**src/rtl/mem_apb_arbiter.sv**
```systemverilog
// Round-robin arbiter sharing one APB memory slave between the imem (read-only) and dmem requesters.
// Optional ACCESS-phase watchdog enabled by defining ARB_TIMEOUT_EN.
module mem_apb_arbiter #(
  parameter int ADDR_W         = 32,
  parameter int DATA_W         = 32,
  parameter int TIMEOUT_CYCLES = 255
) (
  input  logic                clk,
  input  logic                rst,
  input  logic                i_psel,
  input  logic                i_penable,
  input  logic [ADDR_W-1:0]   i_paddr,
  output logic                i_pready,
  output logic [DATA_W-1:0]   i_prdata,
  output logic                i_pslverr,
  input  logic                d_psel,
  input  logic                d_penable,
  input  logic                d_pwrite,
  input  logic [ADDR_W-1:0]   d_paddr,
  input  logic [DATA_W-1:0]   d_pwdata,
  input  logic [DATA_W/8-1:0] d_pstrb,
  output logic                d_pready,
  output logic [DATA_W-1:0]   d_prdata,
  output logic                d_pslverr,
  output logic                m_psel,
  output logic                m_penable,
  output logic                m_pwrite,
  output logic [ADDR_W-1:0]   m_paddr,
  output logic [DATA_W-1:0]   m_pwdata,
  output logic [DATA_W/8-1:0] m_pstrb,
  input  logic [DATA_W-1:0]   m_prdata,
  input  logic                m_pready,
  input  logic                m_pslverr
);

  localparam logic [1:0] ST_IDLE   = 2'b00;
  localparam logic [1:0] ST_SETUP  = 2'b01;
  localparam logic [1:0] ST_ACCESS = 2'b10;
  localparam logic       GNT_IMEM  = 1'b0;
  localparam logic       GNT_DMEM  = 1'b1;

  logic [1:0]        state_r;
  logic [1:0]        state_nxt_s;
  logic              grant_r;
  logic              grant_nxt_s;
  logic              last_grant_r;
  logic              last_grant_nxt_s;
  logic              active_s;
  logic              complete_s;
  logic              timeout_s;
  logic              other_psel_s;
  logic [DATA_W-1:0] rdata_s;
  logic              err_s;

  // Penable from the requesters carries no information the arbiter needs.
  logic unused_inputs;
  assign unused_inputs = &{1'b0, i_penable, d_penable};

`ifdef ARB_TIMEOUT_EN
  localparam int CNT_W = ($clog2(TIMEOUT_CYCLES + 1) > 8) ? $clog2(TIMEOUT_CYCLES + 1) : 8;

  logic [CNT_W-1:0] cnt_r;

  // Watchdog counter: cleared in SETUP, counts ACCESS cycles the slave leaves unanswered
  always_ff @(posedge clk or posedge rst) begin
    if (rst) begin
      cnt_r <= '0;
    end else if (state_r == ST_SETUP) begin
      cnt_r <= '0;
    end else if ((state_r == ST_ACCESS) && !m_pready && !timeout_s) begin
      cnt_r <= cnt_r + CNT_W'(1);
    end else begin
      cnt_r <= cnt_r;
    end
  end

  // A real slave answer on the limit cycle takes precedence over the forced error.
  assign timeout_s = (state_r == ST_ACCESS) && !m_pready && (cnt_r == CNT_W'(TIMEOUT_CYCLES));
`else
  localparam int unused_timeout = TIMEOUT_CYCLES;
  assign timeout_s = 1'b0;
`endif

  assign active_s     = (state_r != ST_IDLE);
  assign complete_s   = (state_r == ST_ACCESS) && (m_pready || timeout_s);
  assign other_psel_s = (grant_r == GNT_IMEM) ? d_psel : i_psel;

  // Sequencer and round-robin grant selection
  always_comb begin
    state_nxt_s      = state_r;
    grant_nxt_s      = grant_r;
    last_grant_nxt_s = last_grant_r;
    case (state_r)
      ST_IDLE: begin
        if (i_psel && d_psel) begin
          grant_nxt_s = ~last_grant_r;
          state_nxt_s = ST_SETUP;
        end else if (d_psel) begin
          grant_nxt_s = GNT_DMEM;
          state_nxt_s = ST_SETUP;
        end else if (i_psel) begin
          grant_nxt_s = GNT_IMEM;
          state_nxt_s = ST_SETUP;
        end else begin
          state_nxt_s = ST_IDLE;
        end
      end
      ST_SETUP: begin
        state_nxt_s = ST_ACCESS;
      end
      ST_ACCESS: begin
        if (complete_s) begin
          last_grant_nxt_s = grant_r;
          if (other_psel_s) begin
            grant_nxt_s = ~grant_r;
            state_nxt_s = ST_SETUP;
          end else begin
            state_nxt_s = ST_IDLE;
          end
        end else begin
          state_nxt_s = ST_ACCESS;
        end
      end
      default: begin
        state_nxt_s = ST_IDLE;
      end
    endcase
  end

  // Sequencer state, grant and fairness history registers
  always_ff @(posedge clk or posedge rst) begin
    if (rst) begin
      state_r      <= ST_IDLE;
      grant_r      <= GNT_IMEM;
      last_grant_r <= GNT_IMEM;
    end else begin
      state_r      <= state_nxt_s;
      grant_r      <= grant_nxt_s;
      last_grant_r <= last_grant_nxt_s;
    end
  end

  assign m_psel    = active_s;
  assign m_penable = (state_r == ST_ACCESS);
  assign m_paddr   = !active_s ? '0 : ((grant_r == GNT_DMEM) ? d_paddr : i_paddr);
  assign m_pwrite  = active_s && (grant_r == GNT_DMEM) && d_pwrite;
  assign m_pwdata  = (active_s && (grant_r == GNT_DMEM)) ? d_pwdata : '0;
  assign m_pstrb   = (active_s && (grant_r == GNT_DMEM)) ? d_pstrb : '0;

  assign rdata_s   = timeout_s ? '0 : m_prdata;
  assign err_s     = m_pslverr || timeout_s;

  assign i_pready  = complete_s && (grant_r == GNT_IMEM);
  assign i_prdata  = i_pready ? rdata_s : '0;
  assign i_pslverr = i_pready && err_s;
  assign d_pready  = complete_s && (grant_r == GNT_DMEM);
  assign d_prdata  = d_pready ? rdata_s : '0;
  assign d_pslverr = d_pready && err_s;

endmodule

```
**config.mk**
```make
export PLATFORM = sky130hd
export DESIGN_NAME = mem_apb_arbiter
export DESIGN_NICKNAME = d
export VERILOG_FILES = /design/src/rtl/mem_apb_arbiter.sv
export SDC_FILE = /design/constraint.sdc
export NUM_CORES = 1
export LEC_CHECK = 0
export BUFFER_PORTS_ARGS = -buffer_cell sky130_fd_sc_hd__clkbuf_2
export CORE_AREA = 2 2 107 109
export CTS_BUF_LIST = sky130_fd_sc_hd__clkbuf_4
export CTS_CLUSTER_SIZE = 30
export DETAILED_ROUTE_END_ITERATION = 8
export DIE_AREA = 0 0 109 111
export HOLD_SLACK_MARGIN = 0.1
export SKIP_LAST_GASP = 1
export SLEW_MARGIN = 20
export SYNTH_ARGS = -nofsm -noshare
export SYNTH_HDL_FRONTEND = slang
export SYNTH_SLANG_ARGS = --single-unit
```
**constraint.sdc**
```tcl
create_clock -name clk -period 1.2 [get_ports clk]
set_clock_uncertainty 0.2 [all_clocks]
set_input_delay 0.06 -clock clk [delete_from_list [all_inputs] [get_ports clk]]
set_output_delay 0.06 -clock clk [all_outputs]
set_load 0.005 [all_outputs]
```
==> flow_summary.html <==
<table>
<tr><th>Metric</th><th>Value</th></tr>
<tr><th colspan="2">Placement</th></tr>
<tr><td>Final estimated routing congestion in global placement</td><td>0.8232</td></tr>
<tr><td>Post-detailed-placement cell area</td><td>3193 µm²</td></tr>
<tr><td>Dpl hpwl</td><td>6.233 mm</td></tr>
<tr><td>Count of input and output buffers</td><td>277</td></tr>
<tr><th colspan="2">Cells and area</th></tr>
<tr><td>Share of cells above drive strength 1</td><td>72.60%</td></tr>
<tr><td>Final core area utilization</td><td>32.84%</td></tr>
<tr><td>Final Net Count</td><td>654</td></tr>
<tr><td>Layout overhead on the synthesized area</td><td>153.4%</td></tr>
<tr><td>Area used by sequential logic in the layout</td><td>102.6 µm²</td></tr>
<tr><td>Post-route cell area</td><td>3637 µm²</td></tr>
<tr><td>Area of the multi-input gates</td><td>1403 µm²</td></tr>
<tr><td>Fill cell instance count of the final layout</td><td>1201</td></tr>
<tr><td>ANT cells</td><td>0</td></tr>
<tr><th colspan="2">Worst setup path</th></tr>
<tr><td>Data required, critical path</td><td>0.94 ns</td></tr>
<tr><td>Reg-to-Reg End</td><td>grant_r</td></tr>
<tr><td>Setup CP Type</td><td>reg -&gt; out</td></tr>
<tr><td>Setup slack of the worst register-to-register path</td><td>-0.35 ns</td></tr>
<tr><td>Data arrival, critical path</td><td>1.43 ns</td></tr>
<tr><td>Kind of capture point of the worst setup path</td><td>output pin</td></tr>
<tr><td>Startpoint types</td><td>register</td></tr>
<tr><td>R2R Path Start</td><td>state_r[1]</td></tr>
<tr><td>Worst R2R Path Depth</td><td>6</td></tr>
<tr><td>Peak fanout along the critical path</td><td>17</td></tr>
<tr><th colspan="2">Timing</th></tr>
<tr><td>Worst-case setup margin in the final layout</td><td>-0.4936 ns</td></tr>
<tr><td>Final hold slack</td><td>0.1157 ns</td></tr>
<tr><td>Tcrit/Tclk final</td><td>141.1%</td></tr>
<tr><td>Worst relative slew slack</td><td>80.25%</td></tr>
<tr><td>Final max-slew violation count</td><td>0</td></tr>
<tr><td>Count of endpoints failing setup in the final report</td><td>143</td></tr>
<tr><td>Final hold viol count</td><td>0</td></tr>
<tr><td>Clock period minus final worst setup slack</td><td>1.694 ns</td></tr>
<tr><td>Unrepaired setup endpoints after global routing</td><td>yes</td></tr>
<tr><td>Worst slew pin tran</td><td>0.2963 ns</td></tr>
<tr><td>Fmax achieved</td><td>0.5904 GHz</td></tr>
<tr><th colspan="2">Clocking</th></tr>
<tr><td>Clock insertion delay at the later pin of the skew report</td><td>0.23 ns</td></tr>
<tr><td>Clock input transition at the sequential cells of the worst setup and hold paths</td><td>0.03 ns</td></tr>
<tr><td>Cts bufs inserted</td><td>3</td></tr>
<tr><td>Clock tree from TritonCTS</td><td>built</td></tr>
<tr><td>Clk sink count</td><td>4</td></tr>
<tr><td>CTS max path bufs</td><td>2</td></tr>
<tr><td>CTS H-tree lvls</td><td>1</td></tr>
<tr><td>Clock root buffer</td><td>clkbuf_4</td></tr>
<tr><th colspan="2">Die</th></tr>
<tr><td>Placeable Area</td><td>11080 µm²</td></tr>
<tr><td>Initial core utilization</td><td>12.96%</td></tr>
<tr><td>Die extent in y</td><td>111 µm</td></tr>
<tr><td>Die Area</td><td>12100 µm²</td></tr>
<tr><td>Row cnt</td><td>39</td></tr>
<tr><td>I/O pin count</td><td>280</td></tr>
<tr><td>Die extent in x</td><td>109 µm</td></tr>
<tr><th colspan="2">Worst hold path</th></tr>
<tr><td>Hold Path End</td><td>state_r[1]</td></tr>
<tr><td>Launch point of the worst hold path</td><td>m_pready</td></tr>
<tr><td>Number of instances on the worst hold path</td><td>3</td></tr>
<tr><td>Type of the tightest min-delay check</td><td>in -&gt; reg</td></tr>
<tr><th colspan="2">Logic synthesis</th></tr>
<tr><td>Portion of the post-synthesis area used by sequential elements</td><td>6.975%</td></tr>
<tr><td>Syn_area_per_cell</td><td>6.613 µm²</td></tr>
<tr><td>Post-synthesis instance area</td><td>1435 µm²</td></tr>
<tr><td>Number of nets produced by synthesis</td><td>358</td></tr>
<tr><td>Mapped Cells</td><td>217</td></tr>
<tr><td>Distinct cells, synth</td><td>23</td></tr>
<tr><td>Most instantiated flip-flop cell in the synthesis netlist</td><td>dfrtp_1</td></tr>
<tr><td>EDFF count, synth</td><td>0</td></tr>
<tr><td>Warnings from Yosys</td><td>0</td></tr>
<tr><td>Synth async-reset ratio</td><td>100.0%</td></tr>
<tr><td>Count of state elements after synthesis</td><td>4</td></tr>
<tr><th colspan="2">Detailed routing</th></tr>
<tr><td>Iteration-0 DRC Markers</td><td>47</td></tr>
<tr><td>Via-to-Cell Ratio</td><td>4.020</td></tr>
<tr><td>Post-detailed-route count of antenna-violating nets</td><td>0</td></tr>
<tr><td>Final wirelength</td><td>8.460 mm</td></tr>
<tr><td>Wirelength per Cell</td><td>12.94 µm</td></tr>
<tr><td>Vias</td><td>2629</td></tr>
<tr><td>Number of iterations in the first detailed-routing pass</td><td>4</td></tr>
<tr><td>Final routed DRC violation total</td><td>0</td></tr>
<tr><th colspan="2">Power</th></tr>
<tr><td>Static Leak</td><td>2.342 nW</td></tr>
<tr><td>Pwr/cell area</td><td>1629 nW/µm²</td></tr>
<tr><td>Peak supply drop</td><td>0.0007864 V</td></tr>
<tr><th colspan="2">GRT</th></tr>
<tr><td>Largest net degree at the start of global routing</td><td>39</td></tr>
<tr><td>Remaining global-route overflow</td><td>0</td></tr>
<tr><td>Global-route wire length before repair</td><td>11.36 mm</td></tr>
<tr><td>Number of global-route vias before repair</td><td>2333</td></tr>
<tr><td>Total track usage</td><td>11.91%</td></tr>
<tr><td>Number of antenna violations at the first check in global routing</td><td>0</td></tr>
<tr><th colspan="2">Status</th></tr>
<tr><td>Outcome</td><td>finished with violations</td></tr>
<tr><td>Violated checks</td><td>negative setup slack</td></tr>
<tr><th colspan="2">Run</th></tr>
<tr><td>Max-cap violations</td><td>0</td></tr>
</table>
-- kinds of logic (layout without fill, tap and decap cells) --
| kind of cell | Yosys count | in the layout | share of synthesized area (%) |
|---|---|---|---|
| compound gates | 7 | 7 | 3.051 |
| mux | 33 | 33 | 23.10 |
| flops | 4 | 4 | 6.975 |
| buf+inv | 28 | 318 | 9.328 |
| simple gates | 145 | 149 | 57.54 |
-- timing repair --
item / in CTS / in global routing
hold buffers: 5 / 0
setup endpoints to repair: 142 / 143
gates resized for setup: 16 / 24
buffers inserted: 7 / 1
hold endpoints to repair: 6 / 0
cloned: 6 / 2
pin swaps: 4 / 14
-- sequential cells by signal, indices dropped and copies added, names as in the netlist --
| register | cells |
|---|---|
| state_r | 2 |
| last_grant_r | 1 |
| grant_r | 1 |
-- how the worst max path moves through the flow --
stage / start / cells past startpoint / slack [ns] / endpoint
global route: state_r[0] / 5 / -0.57 / i_prdata[31]
CTS: state_r[0] / 5 / -0.51 / d_prdata[11]
finish: state_r[0] / 5 / -0.49 / d_prdata[11]
floorplan: state_r[0] / 5 / -0.19 / m_pwdata[10]
global placement: state_r[1] / 4 / -0.34 / i_prdata[11]
detailed placement: state_r[1] / 4 / -0.33 / i_prdata[16]
-- Yosys cell counts (2+ instances only) --
library cell | n | area share, %
a21oi_1 | 3 | 1.0
and3_1 | 39 | 17
clkbuf_1 | 7 | 1.8
clkbuf_2 | 2 | 0.70
mux2i_1 | 32 | 22
nand2_1 | 3 | 0.78
buf_4 | 4 | 2.1
and2_1 | 66 | 29
inv_1 | 4 | 1.0
buf_2 | 9 | 3.1
nor2_1 | 33 | 8.6
dfrtp_1 | 4 | 7.0
-- area by class of cell --
type                            count  area share [%]
Tap cell                          143           4.919
Clock buffer                        3          0.6192
Multi-Input combinational cell    189           38.56
Timing Repair Buffer              310           52.43
Inverter                            5          0.6536
Sequential cell                     4           2.821
-- metrics by stage --
stage | power (mW) | worst slack, ns | TNS, ns | cells
5_1_grt | 6.400 | -0.5654 | -74.49 | 654
2_1_floorplan | 2.666 | -0.1883 | -18.04 | 217
4_1_cts | 5.593 | -0.5079 | -65.50 | 651
6_report | 5.925 | -0.4936 | -64.69 | 654
3_3_place_gp | 4.782 | -0.3383 | -31.09 | 631
3_5_place_dp | 4.723 | -0.3256 | -30.22 | 631
-- worst max-delay path, cell delays in order, from the launching register on --
cell and delay, ns:
dfrtp_2 0.41, nor2b_4 0.15, and3_4 0.24, buf_12 0.15
and2_4 0.14, clkbuf_2 0.10
-- layer usage --
| layer | vias up | track usage [%] | routed length (µm) |
|---|---|---|---|
| li1 | 1309 | - | - |
| met3 | 4 | 1.705 | 764 |
| met5 | - | 0 | 0 |
| met1 | 1143 | 12.59 | 3042 |
| met4 | 0 | 1.795 | 44 |
| met2 | 173 | 24.31 | 4609 |
-- placed cells by master, fill, tap and decap left out --
cell type,count
and2_1,19
clkbuf_16,2
nand2_1,3
clkbuf_4,3
inv_2,1
nor2_4,1
buf_8,1
and3_4,5
mux2i_1,32
a21oi_2,1
and2_4,47
dlygate4sd3_1,5
o21bai_1,1
nand2b_1,1
nor3b_2,1
dfrtp_1,2
and3_1,37
buf_12,6
nor2_1,33
inv_6,1
buf_6,18
mux2_2,1
and3_2,1
buf_4,13
buf_16,2
o21ai_1,1
a2111oi_4,1
a21o_1,1
dfrtp_2,2
inv_1,3
nor2b_4,1
a21oi_1,2
clkbuf_2,263
-- power breakdown --
part / internal, mW / switching (mW) / total [mW] / leakage [nW]
clock: 0.112 / 0.0541 / 0.166 / 0.0138
combinational: 3.04 / 2.44 / 5.49 / 2.28
sequential: 0.208 / 0.0651 / 0.273 / 0.0445
Note: power is estimated with default switching activity, not from simulation.
